===== src/rtl/riscv_base_muldiv_pkg.sv =====
// riscv_base_muldiv_pkg
//   Shared definitions for the RV32M/RV64M multiply/divide unit.
//   md_op_e : funct3 encodings of the M-extension ops (MUL..REMU).
//   Helpers : classify an op as divide-family, remainder or signed divide.
//   The FSM state encoding lives in riscv_base_muldiv.
package riscv_base_muldiv_pkg;

  typedef enum logic [2:0] {
    MD_MUL    = 3'b000,
    MD_MULH   = 3'b001,
    MD_MULHSU = 3'b010,
    MD_MULHU  = 3'b011,
    MD_DIV    = 3'b100,
    MD_DIVU   = 3'b101,
    MD_REM    = 3'b110,
    MD_REMU   = 3'b111
  } md_op_e;

  // Divide family: DIV, DIVU, REM, REMU.
  function automatic logic md_is_div(input logic [2:0] op);
    return op[2];
  endfunction

  // Remainder ops return the remainder instead of the quotient.
  function automatic logic md_is_rem(input logic [2:0] op);
    return op[1];
  endfunction

  // Signed divide ops (DIV, REM) have funct3[0] clear.
  function automatic logic md_is_signed_div(input logic [2:0] op);
    return !op[0];
  endfunction

endpackage


===== src/rtl/riscv_base_div_iter.sv =====
// riscv_base_div_iter
//   One restoring-division step, purely combinational.
//   The dividend is shifted out of the top of quo_i into the partial
//   remainder while quotient bits are shifted in at the bottom.
// Ports
//   rem_i     [XLEN:0]   partial remainder
//   quo_i     [XLEN-1:0] remaining dividend bits / quotient accumulated so far
//   divisor_i [XLEN-1:0] divisor magnitude
//   rem_o     [XLEN:0]   next partial remainder
//   quo_o     [XLEN-1:0] next dividend/quotient register
module riscv_base_div_iter #(
  parameter int XLEN = 32
) (
  input  logic [XLEN:0]   rem_i,
  input  logic [XLEN-1:0] quo_i,
  input  logic [XLEN-1:0] divisor_i,
  output logic [XLEN:0]   rem_o,
  output logic [XLEN-1:0] quo_o
);

  logic [XLEN+1:0] rem_shift;
  logic [XLEN+1:0] diff;
  logic            borrow;

  always_comb begin
    // One extra bit above the remainder so the trial subtraction's
    // sign (borrow) is always visible.
    rem_shift = {rem_i, quo_i[XLEN-1]};
    diff      = rem_shift - {2'b00, divisor_i};
    borrow    = diff[XLEN+1];
    rem_o     = borrow ? rem_shift[XLEN:0] : diff[XLEN:0];
    quo_o     = {quo_i[XLEN-2:0], ~borrow};
  end

endmodule


===== src/rtl/riscv_base_muldiv.sv =====
// riscv_base_muldiv
//   Multi-cycle RV32M/RV64M multiply/divide unit for the EX stage.
//   Multiply completes one cycle after accept; divide/remainder run an
//   iterative restoring divider (one quotient bit per cycle) followed by a
//   sign-fix cycle. Divide-by-zero and signed overflow are resolved at
//   accept time and go straight to DONE.
// Ports
//   clk_i       clock
//   rst_i       synchronous active-high reset
//   flush_i     abort any op, return to IDLE (highest priority)
//   valid_i     request valid          ready_o  unit can accept (IDLE, not in reset)
//   op_i [2:0]  funct3 (md_op_e)       a_i/b_i  rs1/rs2 operands
//   valid_o     result valid (DONE)    ready_i  consumer takes result
//   res_o       result, stable while valid_o
//   dbg_state_o current FSM state
// Handshake: a request is accepted on a rising edge where valid_i && ready_o
//   && !flush_i; operands are captured then and later input changes are
//   ignored. A result is consumed on an edge where valid_o && ready_i.
module riscv_base_muldiv
  import riscv_base_muldiv_pkg::*;
#(
  parameter int XLEN = 32
) (
  input  logic            clk_i,
  input  logic            rst_i,
  input  logic            flush_i,
  input  logic            valid_i,
  output logic            ready_o,
  input  logic [2:0]      op_i,
  input  logic [XLEN-1:0] a_i,
  input  logic [XLEN-1:0] b_i,
  output logic            valid_o,
  input  logic            ready_i,
  output logic [XLEN-1:0] res_o,
  output logic [2:0]      dbg_state_o
);

  localparam int CNT_W = $clog2(XLEN) + 1;
  localparam logic [CNT_W-1:0] CNT_LAST = CNT_W'(XLEN - 1);
  localparam logic [XLEN-1:0]  MIN_VAL  = {1'b1, {(XLEN-1){1'b0}}};

  typedef enum logic [2:0] {
    ST_IDLE = 3'd0,
    ST_MUL  = 3'd1,
    ST_DIV  = 3'd2,
    ST_FIX  = 3'd3,
    ST_DONE = 3'd4
  } state_e;

  state_e          state_q, state_d;
  logic [2:0]      op_q, op_d;
  logic [XLEN-1:0] a_q, a_d;
  logic [XLEN-1:0] b_q, b_d;
  logic [XLEN:0]   rem_q, rem_d;
  logic [XLEN-1:0] quo_q, quo_d;
  logic [XLEN-1:0] dvs_q, dvs_d;
  logic [CNT_W-1:0] cnt_q, cnt_d;
  logic            neg_quo_q, neg_quo_d;
  logic            neg_rem_q, neg_rem_d;
  logic [XLEN-1:0] res_q, res_d;

  logic [XLEN:0]   iter_rem;
  logic [XLEN-1:0] iter_quo;

  riscv_base_div_iter #(.XLEN(XLEN)) u_div_iter (
    .rem_i     (rem_q),
    .quo_i     (quo_q),
    .divisor_i (dvs_q),
    .rem_o     (iter_rem),
    .quo_o     (iter_quo)
  );

  // Multiply datapath. Sign/zero-extending to 2*XLEN before the multiply
  // gives the same 2*XLEN product bits as an (XLEN+1)-bit signed multiply.
  logic              a_sx, b_sx;
  logic [2*XLEN-1:0] a_wide, b_wide, prod;

  always_comb begin
    a_sx   = (op_q != MD_MULHU) && a_q[XLEN-1];
    b_sx   = ((op_q == MD_MUL) || (op_q == MD_MULH)) && b_q[XLEN-1];
    a_wide = {{XLEN{a_sx}}, a_q};
    b_wide = {{XLEN{b_sx}}, b_q};
    prod   = a_wide * b_wide;
  end

  // Divide operand preparation and sign fix-up.
  logic            in_sdiv;
  logic [XLEN-1:0] a_mag, b_mag;
  logic [XLEN-1:0] quo_fix, rem_fix;

  always_comb begin
    in_sdiv = md_is_signed_div(op_i);
    a_mag   = (in_sdiv && a_i[XLEN-1]) ? -a_i : a_i;
    b_mag   = (in_sdiv && b_i[XLEN-1]) ? -b_i : b_i;
    quo_fix = neg_quo_q ? -quo_q : quo_q;
    rem_fix = neg_rem_q ? -rem_q[XLEN-1:0] : rem_q[XLEN-1:0];
  end

  always_comb begin
    state_d   = state_q;
    op_d      = op_q;
    a_d       = a_q;
    b_d       = b_q;
    rem_d     = rem_q;
    quo_d     = quo_q;
    dvs_d     = dvs_q;
    cnt_d     = cnt_q;
    neg_quo_d = neg_quo_q;
    neg_rem_d = neg_rem_q;
    res_d     = res_q;

    unique case (state_q)
      ST_IDLE: begin
        if (valid_i && !flush_i) begin
          op_d = op_i;
          a_d  = a_i;
          b_d  = b_i;
          if (!md_is_div(op_i)) begin
            state_d = ST_MUL;
          end else if (b_i == '0) begin
            res_d   = md_is_rem(op_i) ? a_i : '1;
            state_d = ST_DONE;
          end else if (in_sdiv && (a_i == MIN_VAL) && (b_i == '1)) begin
            res_d   = md_is_rem(op_i) ? '0 : MIN_VAL;
            state_d = ST_DONE;
          end else begin
            quo_d     = a_mag;
            dvs_d     = b_mag;
            rem_d     = '0;
            cnt_d     = '0;
            neg_quo_d = in_sdiv && (a_i[XLEN-1] ^ b_i[XLEN-1]);
            neg_rem_d = in_sdiv && a_i[XLEN-1];
            state_d   = ST_DIV;
          end
        end
      end
      ST_MUL: begin
        res_d   = (op_q == MD_MUL) ? prod[XLEN-1:0] : prod[2*XLEN-1:XLEN];
        state_d = ST_DONE;
      end
      ST_DIV: begin
        rem_d = iter_rem;
        quo_d = iter_quo;
        cnt_d = cnt_q + CNT_W'(1);
        if (cnt_q == CNT_LAST) state_d = ST_FIX;
      end
      ST_FIX: begin
        res_d   = md_is_rem(op_q) ? rem_fix : quo_fix;
        state_d = ST_DONE;
      end
      ST_DONE: begin
        if (ready_i) state_d = ST_IDLE;
      end
      default: state_d = ST_IDLE;
    endcase

    // A flush wins over everything; the result register is only written
    // when DONE is actually entered, so it keeps its old value here.
    if (flush_i) begin
      state_d = ST_IDLE;
      res_d   = res_q;
    end
  end

  always_ff @(posedge clk_i) begin
    if (rst_i) begin
      state_q   <= ST_IDLE;
      op_q      <= '0;
      a_q       <= '0;
      b_q       <= '0;
      rem_q     <= '0;
      quo_q     <= '0;
      dvs_q     <= '0;
      cnt_q     <= '0;
      neg_quo_q <= 1'b0;
      neg_rem_q <= 1'b0;
      res_q     <= '0;
    end else begin
      state_q   <= state_d;
      op_q      <= op_d;
      a_q       <= a_d;
      b_q       <= b_d;
      rem_q     <= rem_d;
      quo_q     <= quo_d;
      dvs_q     <= dvs_d;
      cnt_q     <= cnt_d;
      neg_quo_q <= neg_quo_d;
      neg_rem_q <= neg_rem_d;
      res_q     <= res_d;
    end
  end

  assign ready_o     = (state_q == ST_IDLE) && !rst_i;
  assign valid_o     = (state_q == ST_DONE);
  assign res_o       = res_q;
  assign dbg_state_o = state_q;

endmodule

===== config.mk =====
export PLATFORM = sky130hd
export DESIGN_NAME = riscv_base_muldiv
export DESIGN_NICKNAME = d
export VERILOG_FILES = /design/src/rtl/riscv_base_muldiv_pkg.sv /design/src/rtl/riscv_base_div_iter.sv /design/src/rtl/riscv_base_muldiv.sv
export SDC_FILE = /design/constraint.sdc
export NUM_CORES = 2
export LEC_CHECK = 0
export ABC_AREA = 1
export CAP_MARGIN = 20
export CORE_UTILIZATION = 54
export DETAILED_ROUTE_END_ITERATION = 7
export PLACE_DENSITY = 0.73
export SYNTH_ARGS = -nofsm -noshare
export SYNTH_HDL_FRONTEND = slang
export SYNTH_SLANG_ARGS = --single-unit

===== constraint.sdc =====
create_clock -name clk_i -period 7.1 [get_ports clk_i]
set_input_delay 1.42 -clock clk_i [delete_from_list [all_inputs] [get_ports clk_i]]
set_output_delay 1.42 -clock clk_i [all_outputs]
set_load 0.005 [all_outputs]

==> out/results.md <==
- **setup slack, reg-to-reg** -0.23 ns
- **synthesized area per cell** 7.27 sq um
- **Die X-Extent** 321 um
- **endpoint with the worst hold slack** cnt_q[4]
- **Overflow after GRT** 0
- **top cell types by occurrence after synthesis** inv_1 (1887), nand2_1 (1817), fa_1 (1126), nor2_1 (494), a21oi_1 (345)
- **row count** 116
- **signed area change from the synthesized netlist to the final layout** 20.4%
- **final critical-path share of the clock period** 1.03
- **final weighted congestion in routability-driven placement** 1.00
- **max-slew headroom at the worst pin** 0.311
- **count of buffers from port buffering** 108
- **Worst setup SP type** flip-flop
- **register clock-pin slew on the reported worst setup and hold paths** 0.07 ns
- **average detailed-routed wire length per instance** 21.5 um
- **Clock H-tree levels** 1
- **delay of the slowest cell on the worst path** 0.62 ns
- **core region area** 100000 sq um
- **worst clock skew on the final layout** 0.0460 ns
- **number of enable flip-flop cells after synthesis** 0
- **min setup slack post-route** -0.232 ns
- **slowest stage cell on the critical path** fa_2
- **number of clock buffers inserted by TritonCTS** 27
- **Final Hold Viols** 0
- **CP Capture Type** flip-flop
- **R2R cell count** 33
- **antenna violations before repair** 4
- **post-synthesis register bit count** 207
- **clock net sink count** 207
- **worst hold path type** reg -> reg
- **Root Driver** clkbuf_16
- **max-slew violation total from the final report** 0
- **Gate Count Post-Synth** 7536
- **Max Cap Viol** 0
- **number of cells on the worst hold path** 2
- **post-route ant nets** 0
- **wire length of the first global-routing pass** 306 mm
- **worst endpoint data arrival time** 7.84 ns
- **most common cell in the synthesized netlist** inv_1
- **final critical-path required period** 7.33 ns
- **count of vias placed by the detailed router** 51.3k
- **launch point of the worst hold path** cnt_q[4]
- **most used cell, CP** fa_1
- **Max Root-Sink Buffers** 3
- **share of post-route cells with drive strength above 1** 0.157
- **Post-Syn Area** 54800 sq um
- **highest clock frequency the design can meet** 136 MHz
- **Clock Latency Late Sink** 0.61 ns
- **violated checks** DRC, setup timing
- **Routed Wire Length** 200 mm
- **post-synth top area share** 0.411
- **total global-route track usage** 0.390
- **remaining design rule violation count** 4
- **transition at the pin with the smallest max-transition slack** 1.03 ns
- **largest net degree at the start of global routing** 111
- **First DRT Iteration DRCs** 4323
- **unrepaired setup endpoints after global routing** true
- **worst setup path category** reg -> reg
- **async set or reset register ratio after synthesis** 0
- **startpoint of the worst register-to-register path** op_q[1]
- **required time worst endpoint** 7.61 ns
- **top post-synthesis cells by area** fa_1 (41%), inv_1 (13%), nand2_1 (12%)
- **largest fanout on the critical path** 7
- **total I/O pin count** 109
- **Layout Utilization** 0.658
- **Starting Density** 0.546
- **post-synthesis sequential area ratio** 0.0756
- **height of the chip** 321 um
- **vias in the first global route** 53.1k
- **pwr dens** 214 nW/um^2
- **static leakage** 33.7 nW
- **number of nets in the layout** 9367
- **count of TritonRoute iterations in the first routing pass** 8
- **Reg2Reg Capture Point** res_o[29]
- **cell taking the most area after synthesis** fa_1
- **DPL Wire Length** 162 mm
- **net count after synthesis** 8984
- **TritonCTS clock tree** done
- **number of warnings reported in the yosys synthesis log** 0
- **run status** complete, but fails checks
- **ratio of routed vias to standard cells** 5.52
- **worst vdd ir** 0.000359 V
- **setup-violating endpoint count in the final report** 20
- **area of the die** 103000 sq um
- **most common flop cell mapped by yosys** dfxtp_1
- **Cell variety after synth** 54
- **Placement Setup Slack** -0.611 ns
[worst max-delay path: cells and delay by family (launching register included)]
kind,cells,cell delay (ns)
flip-flops,1,0.34
AO/OA/AOI/OAI,1,0.11
AND/OR/NAND/NOR,12,1.29
buffers and inverters,11,0.98
adder cells (fa/ha/maj),9,4.55
[flip-flops by register name, indices dropped and copies added (netlist names), 6 cells and up]
signal	count
res_o	32
quo_q	32
rem_q	33
dvs_q	32
b_q	32
cnt_q	6
a_q	32
[worst max path at each step]
stage                     slack (ns)    start  cells after the start        end
after CTS                       -0.1  op_q[0]                     30  res_o[24]
final                          -0.23  op_q[1]                     33  res_o[29]
after floorplan                 -0.1  op_q[1]                     33  res_o[31]
after global routing           -0.48  op_q[1]                     33  res_o[29]
after detailed placement       -0.61  a_q[31]                     27  res_o[16]
after global placement         -0.60  a_q[31]                     27  res_o[16]
[per-stage QoR]
step | cell area (sq um) | setup TNS (ns) | power (mW) | instances | hold slack [ns]
6_report | 66000 | -2.23 | 14.1 | 9295 | 0.455
5_1_grt | 66000 | -8.16 | 14.9 | 9295 | 0.465
4_1_cts | 64100 | -0.617 | 12.7 | 9246 | 0.455
3_5_place_dp | 61300 | -11.33 | 10.0 | 9155 | 0.446
3_3_place_gp | 61300 | -10.35 | 9.92 | 9155 | 0.438
2_1_floorplan | 55000 | -0.314 | 6.12 | 7536 | 0.430
[timing repair]
| item | 4_1_cts | 5_1_grt |
|---|---|---|
| gates cloned | 6 | 3 |
| pin swaps | 127 | 222 |
| setup buffers | 41 | 48 |
| resized for setup | 378 | 391 |
| setup endpoints to repair | 32 | 32 |
| hold buffers | 0 | 0 |
[cells in the final DEF, fill, tap and decap left out, types with 65 or more instances in the layout]
cell type | Yosys | final
a21oi_1 | 345 | 269
buf_12 | 0 | 99
buf_4 | 6 | 451
clkdlybuf4s50_1 | 0 | 107
dfxtp_1 | 207 | 173
fa_1 | 1126 | 1076
ha_1 | 250 | 201
inv_1 | 1887 | 1827
nand2_1 | 1817 | 1729
nand3_1 | 329 | 296
nor2_1 | 494 | 409
o21ai_0 | 313 | 268
xor2_1 | 65 | 65
[logic make-up after synthesis]
logic type / synth area share
AO/OA/AOI/OAI: 0.0748
XOR/XNOR: 0.0145
adder cells (fa/ha/maj): 0.469
buffers and inverters: 0.158
flip-flops: 0.0756
AND/OR/NAND/NOR: 0.209
[per-layer routing]
layer | GRT usage | up-vias | share of wire
met5 | 0 | - | 0
met4 | 0.236 | 0 | 0.076
met3 | 0.0544 | 689 | 0.078
met2 | 0.660 | 2471 | 0.48
met1 | 0.474 | 25300 | 0.36
li1 | - | 22900 | -
[power breakdown]
part,internal [mW],switching [mW],total [mW]
Clock,0.799,0.615,1.41
Sequential,1.21,0.0507,1.26
Combinational,4.62,6.80,11.4
[final cells by class]
| type | count | area [sq um] |
|---|---|---|
| Antenna cell | 1 | 2.50 |
| Clock buffer | 33 | 718 |
| Clock inverter | 14 | 158 |
| Fill cell | 8533 | 34300 |
| Inverter | 1893 | 7120 |
| Multi-Input combinational cell | 5057 | 44500 |
| Sequential cell | 207 | 4210 |
| Tap cell | 1357 | 1700 |
| Timing Repair Buffer | 733 | 7510 |
Power figures use the tool's default switching activity.
